`config.mk`:
```
export PLATFORM = sky130hd
export DESIGN_NAME = ro_puf_ctrl
export DESIGN_NICKNAME = d
export VERILOG_FILES = /design/src/rtl/ro_puf_ctrl.sv
export SDC_FILE = /design/constraint.sdc
export NUM_CORES = 1
export LEC_CHECK = 0
export ABC_AREA = 1
export CORE_MARGIN = 1
export CORE_UTILIZATION = 29
export DETAILED_ROUTE_END_ITERATION = 7
export GPL_TIMING_DRIVEN = 0
export SYNTH_ARGS = -nofsm -noshare
export SYNTH_HDL_FRONTEND = slang
export SYNTH_SLANG_ARGS = --single-unit
export TNS_END_PERCENT = 50
```
`constraint.sdc`:
```
create_clock -name clk -period 4.4 [get_ports clk]
set_clock_uncertainty 0.05 [all_clocks]
set_input_delay 0.88 -clock clk [delete_from_list [all_inputs] [get_ports clk]]
set_output_delay 0.88 -clock clk [all_outputs]
set_load 0.005 [all_outputs]
```
`src/rtl/ro_puf_ctrl.sv`:
```
// Ring-oscillator PUF controller: measures NBITS RO pairs, one response bit each.
// Optional RO_PUF_CTRL_TIE_FLAG_EN adds a sticky 'tie' flag for equal counts.
module ro_puf_ctrl #(
    parameter int SIZE   = 32,
    parameter int WINDOW = 1024,
    parameter int NBITS  = 8,
    localparam int PW    = (NBITS > 1) ? $clog2(NBITS) : 1
) (
    input  logic             clk,
    input  logic             reset,
    input  logic             start,
    input  logic [SIZE-1:0]  cnt_a,
    input  logic [SIZE-1:0]  cnt_b,
    output logic [PW-1:0]    pair_sel,
    output logic             ro_en,
    output logic             cnt_reset,
    output logic             cnt_en,
    output logic             busy,
    output logic             done,
    output logic [NBITS-1:0] response
`ifdef RO_PUF_CTRL_TIE_FLAG_EN
    ,
    output logic             tie
`endif
);

    localparam int WW = $clog2(WINDOW + 1);
    localparam logic [WW-1:0] WIN_LAST  = WW'(WINDOW - 1);
    localparam logic [WW-1:0] SETL_LAST = WW'(1);
    localparam logic [PW-1:0] PAIR_LAST = PW'(NBITS - 1);

    typedef enum logic [2:0] {
        S_IDLE,
        S_CLR,
        S_COUNT,
        S_SETTLE,
        S_CMP,
        S_DONE
    } state_t;

    state_t           state_q, state_d;
    logic [WW-1:0]    wcnt_q, wcnt_d;
    logic [PW-1:0]    pair_q, pair_d;
    logic [NBITS-1:0] resp_q, resp_d;
    logic             tie_q, tie_d;
    logic             ro_en_q, ro_en_d;
    logic             cnt_reset_q, cnt_reset_d;
    logic             cnt_en_q, cnt_en_d;
    logic             busy_q, busy_d;
    logic             done_q, done_d;

    always_comb begin
        state_d = state_q;
        wcnt_d  = wcnt_q;
        pair_d  = pair_q;
        resp_d  = resp_q;
        tie_d   = tie_q;
        unique case (state_q)
            S_IDLE: begin
                if (start) begin
                    state_d = S_CLR;
                    pair_d  = '0;
                    resp_d  = '0;
                    tie_d   = 1'b0;
                end
            end
            S_CLR: begin
                state_d = S_COUNT;
                wcnt_d  = '0;
            end
            S_COUNT: begin
                if (wcnt_q == WIN_LAST) begin
                    state_d = S_SETTLE;
                    wcnt_d  = '0;
                end else begin
                    wcnt_d = wcnt_q + 1'b1;
                end
            end
            // The window counter is reused to time the two settle cycles.
            S_SETTLE: begin
                if (wcnt_q == SETL_LAST) begin
                    state_d = S_CMP;
                    wcnt_d  = '0;
                end else begin
                    wcnt_d = wcnt_q + 1'b1;
                end
            end
            S_CMP: begin
                for (int i = 0; i < NBITS; i++) begin
                    if (pair_q == PW'(i)) begin
                        resp_d[i] = (cnt_a > cnt_b);
                    end
                end
                if (cnt_a == cnt_b) begin
                    tie_d = 1'b1;
                end
                if (pair_q == PAIR_LAST) begin
                    state_d = S_DONE;
                end else begin
                    pair_d  = pair_q + 1'b1;
                    state_d = S_CLR;
                end
            end
            S_DONE: begin
                state_d = S_IDLE;
            end
            default: begin
                state_d = S_IDLE;
            end
        endcase
    end

    // Outputs are decoded from the next state so they register in step with it.
    always_comb begin
        ro_en_d     = (state_d == S_COUNT);
        cnt_en_d    = (state_d == S_COUNT);
        cnt_reset_d = (state_d == S_CLR);
        busy_d      = (state_d != S_IDLE);
        done_d      = (state_d == S_DONE);
    end

    always_ff @(posedge clk or posedge reset) begin
        if (reset) begin
            state_q     <= S_IDLE;
            wcnt_q      <= '0;
            pair_q      <= '0;
            resp_q      <= '0;
            tie_q       <= 1'b0;
            ro_en_q     <= 1'b0;
            cnt_reset_q <= 1'b0;
            cnt_en_q    <= 1'b0;
            busy_q      <= 1'b0;
            done_q      <= 1'b0;
        end else begin
            state_q     <= state_d;
            wcnt_q      <= wcnt_d;
            pair_q      <= pair_d;
            resp_q      <= resp_d;
            tie_q       <= tie_d;
            ro_en_q     <= ro_en_d;
            cnt_reset_q <= cnt_reset_d;
            cnt_en_q    <= cnt_en_d;
            busy_q      <= busy_d;
            done_q      <= done_d;
        end
    end

    assign pair_sel  = pair_q;
    assign ro_en     = ro_en_q;
    assign cnt_reset = cnt_reset_q;
    assign cnt_en    = cnt_en_q;
    assign busy      = busy_q;
    assign done      = done_q;
    assign response  = resp_q;

`ifdef RO_PUF_CTRL_TIE_FLAG_EN
    assign tie = tie_q;
`else
    logic unused_tie;
    assign unused_tie = tie_q;
`endif

endmodule

```
==> results of run 1 <==
## synth_stat cells
cell type and count:
a21o_1 1, a21oi_1 15, a21oi_2 1, a31oi_1 6, buf_4 1, dfrtp_1 29
ha_1 40, inv_1 68, inv_2 4, nand2_1 73, nand2_2 3, nand2_4 1
nand3_1 21, nand3_2 2, nand4_1 3, nand4_2 1, nor2_1 27, nor2_2 4
nor2_4 2, nor2_8 1, nor3_1 2, o21a_1 2, o21ai_0 11, o21ai_1 2
o22ai_1 1, or2_2 1, xnor2_1 1, xor2_1 4
## routing by layer
metal  track usage  up-vias  wire (um)
met5             0        -          0
met4        0.0590        0        195
met3        0.0333       13        234
met2         0.225       47       2480
met1         0.167     1014       2610
li1              -     1205          -
## power breakdown
group          leakage (nW)  internal [mW]  total [mW]  switching (mW)
registers             0.369          0.267       0.267               0
logic                  1.46         0.0796       0.131          0.0516
clock network        0.0574          0.184       0.294           0.110
## worst paths after layout
| kind | to | slack (ns) | cells after the start |
|---|---|---|---|
| setup / recovery | response[5] | 1.94 | 11 |
| hold / removal | response[7] | 0.43 | 2 |
| setup reg to reg | wcnt_q[3] | 2.70 | 10 |
| hold reg to reg | response[7] | 0.43 | 2 |
| max in group asynchronous | wcnt_q[8] | 2.53 | 2 |
| min in group asynchronous | response[5] | 1.11 | 2 |
## area by class of cell
| cell class | instances | area [sq um] |
|---|---|---|
| Buffer | 1 | 7.51 |
| Clock buffer | 6 | 82.6 |
| Clock inverter | 2 | 37.5 |
| Fill cell | 790 | 4410 |
| Inverter | 72 | 270 |
| Multi-Input combinational cell | 225 | 1410 |
| Sequential cell | 29 | 726 |
| Tap cell | 102 | 128 |
| Timing Repair Buffer | 82 | 821 |
## state kept, by name, indices dropped and copies added, names as in the netlist
signal and cells:
busy 1, cnt_en 1, cnt_reset 1, done 1
pair_sel 3, response 8, state_q 3, wcnt_q 11
## metrics by stage
stage,total power [mW],hold WS [ns],utilization
floorplan,0.331,0.423,-
CTS,0.704,0.435,0.441
detailed placement,0.405,0.417,0.426
finish,0.692,0.428,0.441
global route,0.733,0.454,0.441
global placement,0.402,0.414,0.426
## cells by family (layout without fill, tap and decap cells)
family,after synthesis,in the layout,share of synthesized area
and+or+nand+nor,141,141,0.268
buffers and inverters,73,163,0.115
adders and majority gates,40,40,0.208
AOI/OAI and AO/OA,39,39,0.0894
DFF,29,29,0.301
xor gates and xnor gates,5,5,0.0182
## worst max-delay path: stages
cell and delay [ns]:
clkdlybuf4s50_1 0.45, inv_1 0.04, ha_1 0.28, nand2_1 0.07, nor2_1 0.16, nand4_1 0.12
nor2_1 0.18, nand2_1 0.08, nand2_1 0.21, nand3_1 0.11, nand2_1 0.08
==> impl_metrics.csv, run 1 <==
group,metric,value,unit
synth,synth.distinct_cells,28,
worst_setup_path,endpoint_kind,"register",
min_path,min_path_type,"register to register",
synth,avgSynthCellArea,7.37,sq um
synth,yosys_warnings,0,
sta,maxSlewViolCount,0,
floorplanning,fp.coreArea,7890,sq um
synth,yosys.area.top_type,"dfrtp_1",
clock_tree,numCtsBuffers,5,
clock_tree,ctsHoldBuffers,0,
worst_setup_path,required,4.58,ns
min_path,worstHoldStart,"response[7]",
floorplanning,die_x,93.1,um
floorplanning,initial_core_util,0.305,
drt,drcViolationCount,0,
sta,setup_viol,0,
synth,yosysSeqAreaShare,0.301,
synth,syn_nets,434,
worst_setup_path,criticalPathCategory,"primary input to register",
worst_setup_path,crit_start,"cnt_b[23]",
finish,n_antenna_cell,0,
clock_tree,clk_pin_slew_worst_paths,0.07,ns
clock_tree,post-cts-setup-buffer-count,0,
floorplanning,die_h,93.1,um
job,max-cap-violations,0,
finish,synthToLayoutAreaGrowth,44.4,%
clock_tree,cts_resized,0,
clock_tree,cts_max_path_buffers,2,
place,place_area,3360,sq um
power,ir_drop,102,uV
finish,layoutNonFillerInstCount,519,
global_routing,grt_usage,0.136,
place,globalplace.congestion,0.827,
sta,fin_crit_sh,0.560,
place,hpwlAfterDp,4.53,mm
power,power.leakage,1.89,nW
sta,finalSetupTns,0,ns
global_routing,grt_antenna_before_repair,0,
synth,post-synth-top-area-fraction,0.301,
sta,worst_slew_pin_slew,1.08,ns
global_routing,grt_max_degree,30,
synth,syn_inst,327,
clock_tree,clock-sinks,29,
sta,rsz0062_at_grt,"false",
synth,netlist_area,2410,sq um
floorplanning,ioPinCount,83,
synth,synth_area_leaders,"dfrtp_1 30%, ha_1 21%, nand2_1 11%, inv_1 11%, nand3_1 4.4%",
global_routing,grt_pass1_vias,2160,
finish,layout_commonest_cell,"clkdlybuf4s50_1",
sta,hold_viol,0,
drt,first_pass_iters,4,
drt,viasPerCell,4.39,
place,dp_cells,511,
drt,finalWirelength,5.52,mm
power,cellPowerDensity,199,nW/um^2
floorplanning,dieArea,8670,sq um
finish,final_cell_area,3480,sq um
drt,ant_nets,0,
clock_tree,cts-root-buf,"clkbuf_8",
sta,fmax,0.406,GHz
place,post-place-ws,1.63,ns
finish,final_net_count,523,
sta,slew_headroom,0.277,
global_routing,grt_pass1_wl,9.34,mm
worst_setup_path,arrival,2.65,ns
worst_setup_path,cp_max_fo,8,
finish,drive_above_1_share,0.0695,
worst_setup_path,rr_startpoint,"wcnt_q[0]",
drt,avgRoutedWirePerCell,10.6,um
drt,drt_iter0_markers,82,
floorplanning,rows,32,
run_status,status,"complete, no violations",
clock_tree,tritoncts,"yes",
clock_tree,clk_latency,0.29,ns
sta,post-route-min-period,2.46,ns
worst_setup_path,cp-start-kind,"primary input",
sta,setup_slack,1.94,ns
finish,layout_common_cells,"82 x clkdlybuf4s50_1, 73 x nand2_1, 68 x inv_1, 40 x ha_1, 29 x dfrtp_1",
drt,via_count,2279,
global_routing,grt.overflow.total,0,
synth,synth-seq-cells,29,
place,port_buffers,82,
clock_tree,htreeDepth,2,
(Power assumes the default switching activity.)
==> run 2: changes to the inputs <==
==> constraint.sdc (replaced) <==
create_clock -name clk -period 2.1 [get_ports clk]
set_clock_uncertainty 0.05 [all_clocks]
set_input_delay 0.42 -clock clk [delete_from_list [all_inputs] [get_ports clk]]
set_output_delay 0.42 -clock clk [all_outputs]
set_load 0.005 [all_outputs]
==> impl_metrics.csv, run 2 (same netlist as run 1, synthesis figures left out) <==
group,metric,value,unit
power,ir_drop,214,uV
sta,setup_viol,0,
run_status,status,"complete, no violations",
drt,via_count,2279,
sta,fin_crit_sh,0.902,
floorplanning,die_h,93.1,um
clock_tree,ctsHoldBuffers,0,
clock_tree,tritoncts,"yes",
place,port_buffers,82,
global_routing,grt.overflow.total,0,
job,max-cap-violations,0,
global_routing,grt_usage,0.136,
worst_setup_path,critical-path-top-delay-family,"simple AND/OR/NAND/NOR gates",
worst_setup_path,cpMostUsedCell,"nand2_1",
finish,fillers,793,
floorplanning,initial_core_util,0.305,
floorplanning,ioPinCount,83,
global_routing,grt_antenna_before_repair,0,
power,power.leakage,1.89,nW
place,globalplace.congestion,0.827,
power,cellPowerDensity,416,nW/um^2
clock_tree,cts_resized,0,
clock_tree,htreeDepth,2,
sta,hold_viol,0,
clock_tree,numCtsBuffers,5,
drt,drcViolationCount,0,
worst_setup_path,crit_path_top_delay_cell,"clkdlybuf4s50_1",
sta,worst_slew_pin_slew,1.08,ns
finish,layout_common_cells,"82 x clkdlybuf4s50_1, 72 x nand2_1, 68 x inv_1, 40 x ha_1, 29 x dfrtp_1",
worst_setup_path,cp-start-kind,"primary input",
finish,drive_above_1_share,0.0767,
clock_tree,clk_latency,0.28,ns
finish,layout_commonest_cell,"clkdlybuf4s50_1",
clock_tree,cts-root-buf,"clkbuf_8",
sta,fmax,0.528,GHz
clock_tree,post-cts-setup-buffer-count,0,
drt,drt_iter0_markers,89,
finish,n_antenna_cell,0,
global_routing,grt_pass1_vias,2160,
clock_tree,clk_pin_slew_worst_paths,0.07,ns
floorplanning,fp.coreArea,7890,sq um
drt,finalWirelength,5.51,mm
floorplanning,rows,32,
sta,post-route-min-period,1.89,ns
sta,finalSetupTns,0,ns
sta,maxSlewViolCount,0,
global_routing,grt_max_degree,30,
sta,slew_headroom,0.276,
drt,viasPerCell,4.39,
finish,final_net_count,523,
power,finalPower,1.45,mW
drt,ant_nets,0,
worst_setup_path,crit_path_cell_trace,"clkdlybuf4s50_1 > inv_1 > ha_1 > nand2_1 > nor2_1 > nand4_1 > nor2_2 > nand2_1 > nand2_2 > nand3_1 > nand2_1",
worst_setup_path,criticalPathCategory,"primary input to register",
min_path,min_path_type,"register to register",
finish,largest_reg_flops,11,
global_routing,grt_pass1_wl,9.34,mm
place,hpwlAfterDp,4.53,mm
worst_setup_path,required,2.28,ns
floorplanning,die_x,93.1,um
worst_setup_path,critPathMaxStageDelay,0.45,ns
floorplanning,dieArea,8670,sq um
worst_setup_path,endpoint_kind,"register",
worst_setup_path,critPathBufInv,2,
clock_tree,clock-sinks,29,
worst_setup_path,arrival,2.08,ns
finish,top_register,"wcnt_q",
clock_tree,cts_max_path_buffers,2,
drt,first_pass_iters,4,
worst_setup_path,cp_max_fo,8,
finish,synthToLayoutAreaGrowth,44.7,%
drt,avgRoutedWirePerCell,10.6,um
==> run 2: cell counts in the layout (fill, tap and decap cells not counted) <==
No cell type changed its count.
==> run 2: where the power goes <==
group	total [mW]	internal (mW)	leakage, nW	switching [mW]
Clock	0.615	0.385	0.0574	0.230
Combinational	0.277	0.168	1.46	0.109
Sequential	0.558	0.558	0.369	0
==> run 2: final timing paths <==
kind	from	to	slack (ns)	cells past startpoint
worst max-delay path	cnt_b[23]	response[5]	0.21	11
worst min-delay path	response[7]	response[7]	0.43	2
worst max register to register	wcnt_q[0]	wcnt_q[3]	0.40	10
worst min register to register	response[7]	response[7]	0.43	2
max in group asynchronous	reset	wcnt_q[8]	0.69	2
min in group asynchronous	reset	response[5]	0.65	2
==> run 2: cell type report <==
cell class | count | area (sq um) | share of cell area
multi-input cells | 225 | 1410 | 0.406
repair buffers | 82 | 821 | 0.235
flip-flops and latches | 29 | 726 | 0.208
inverters | 72 | 270 | 0.0775
well taps | 102 | 128 | 0.0366
clock buffers | 6 | 82.6 | 0.0237
clock inverters | 2 | 37.5 | 0.0108
plain buffers | 1 | 7.51 | 0.00215
==> run 2: tightest hold or removal path, stage by stage, from the launching register on <==
cell     delay [ns]
dfrtp_1        0.34
nand2_1        0.05
nand2_1        0.05
==> run 2: per-layer routing <==
layer  vias to the layer above  part of all wire  global-route usage
met4                         0             0.035              0.0590
met5                         -                 0                   0
met2                        47              0.45               0.225
li1                       1205                 -                   -
met3                        13             0.043              0.0333
met1                      1014              0.47               0.167
==> run 2: metrics by stage <==
stage	area, sq um	setup WS (ns)	cells	hold WS [ns]	utilization
CTS	3480	0.0874	519	0.435	0.441
finish	3490	0.206	519	0.428	0.442
global placement	3360	-0.210	511	0.414	0.426
global route	3490	-0.00398	519	0.454	0.442
detailed placement	3360	-0.212	511	0.417	0.426
floorplan	2410	0.506	327	0.423	-
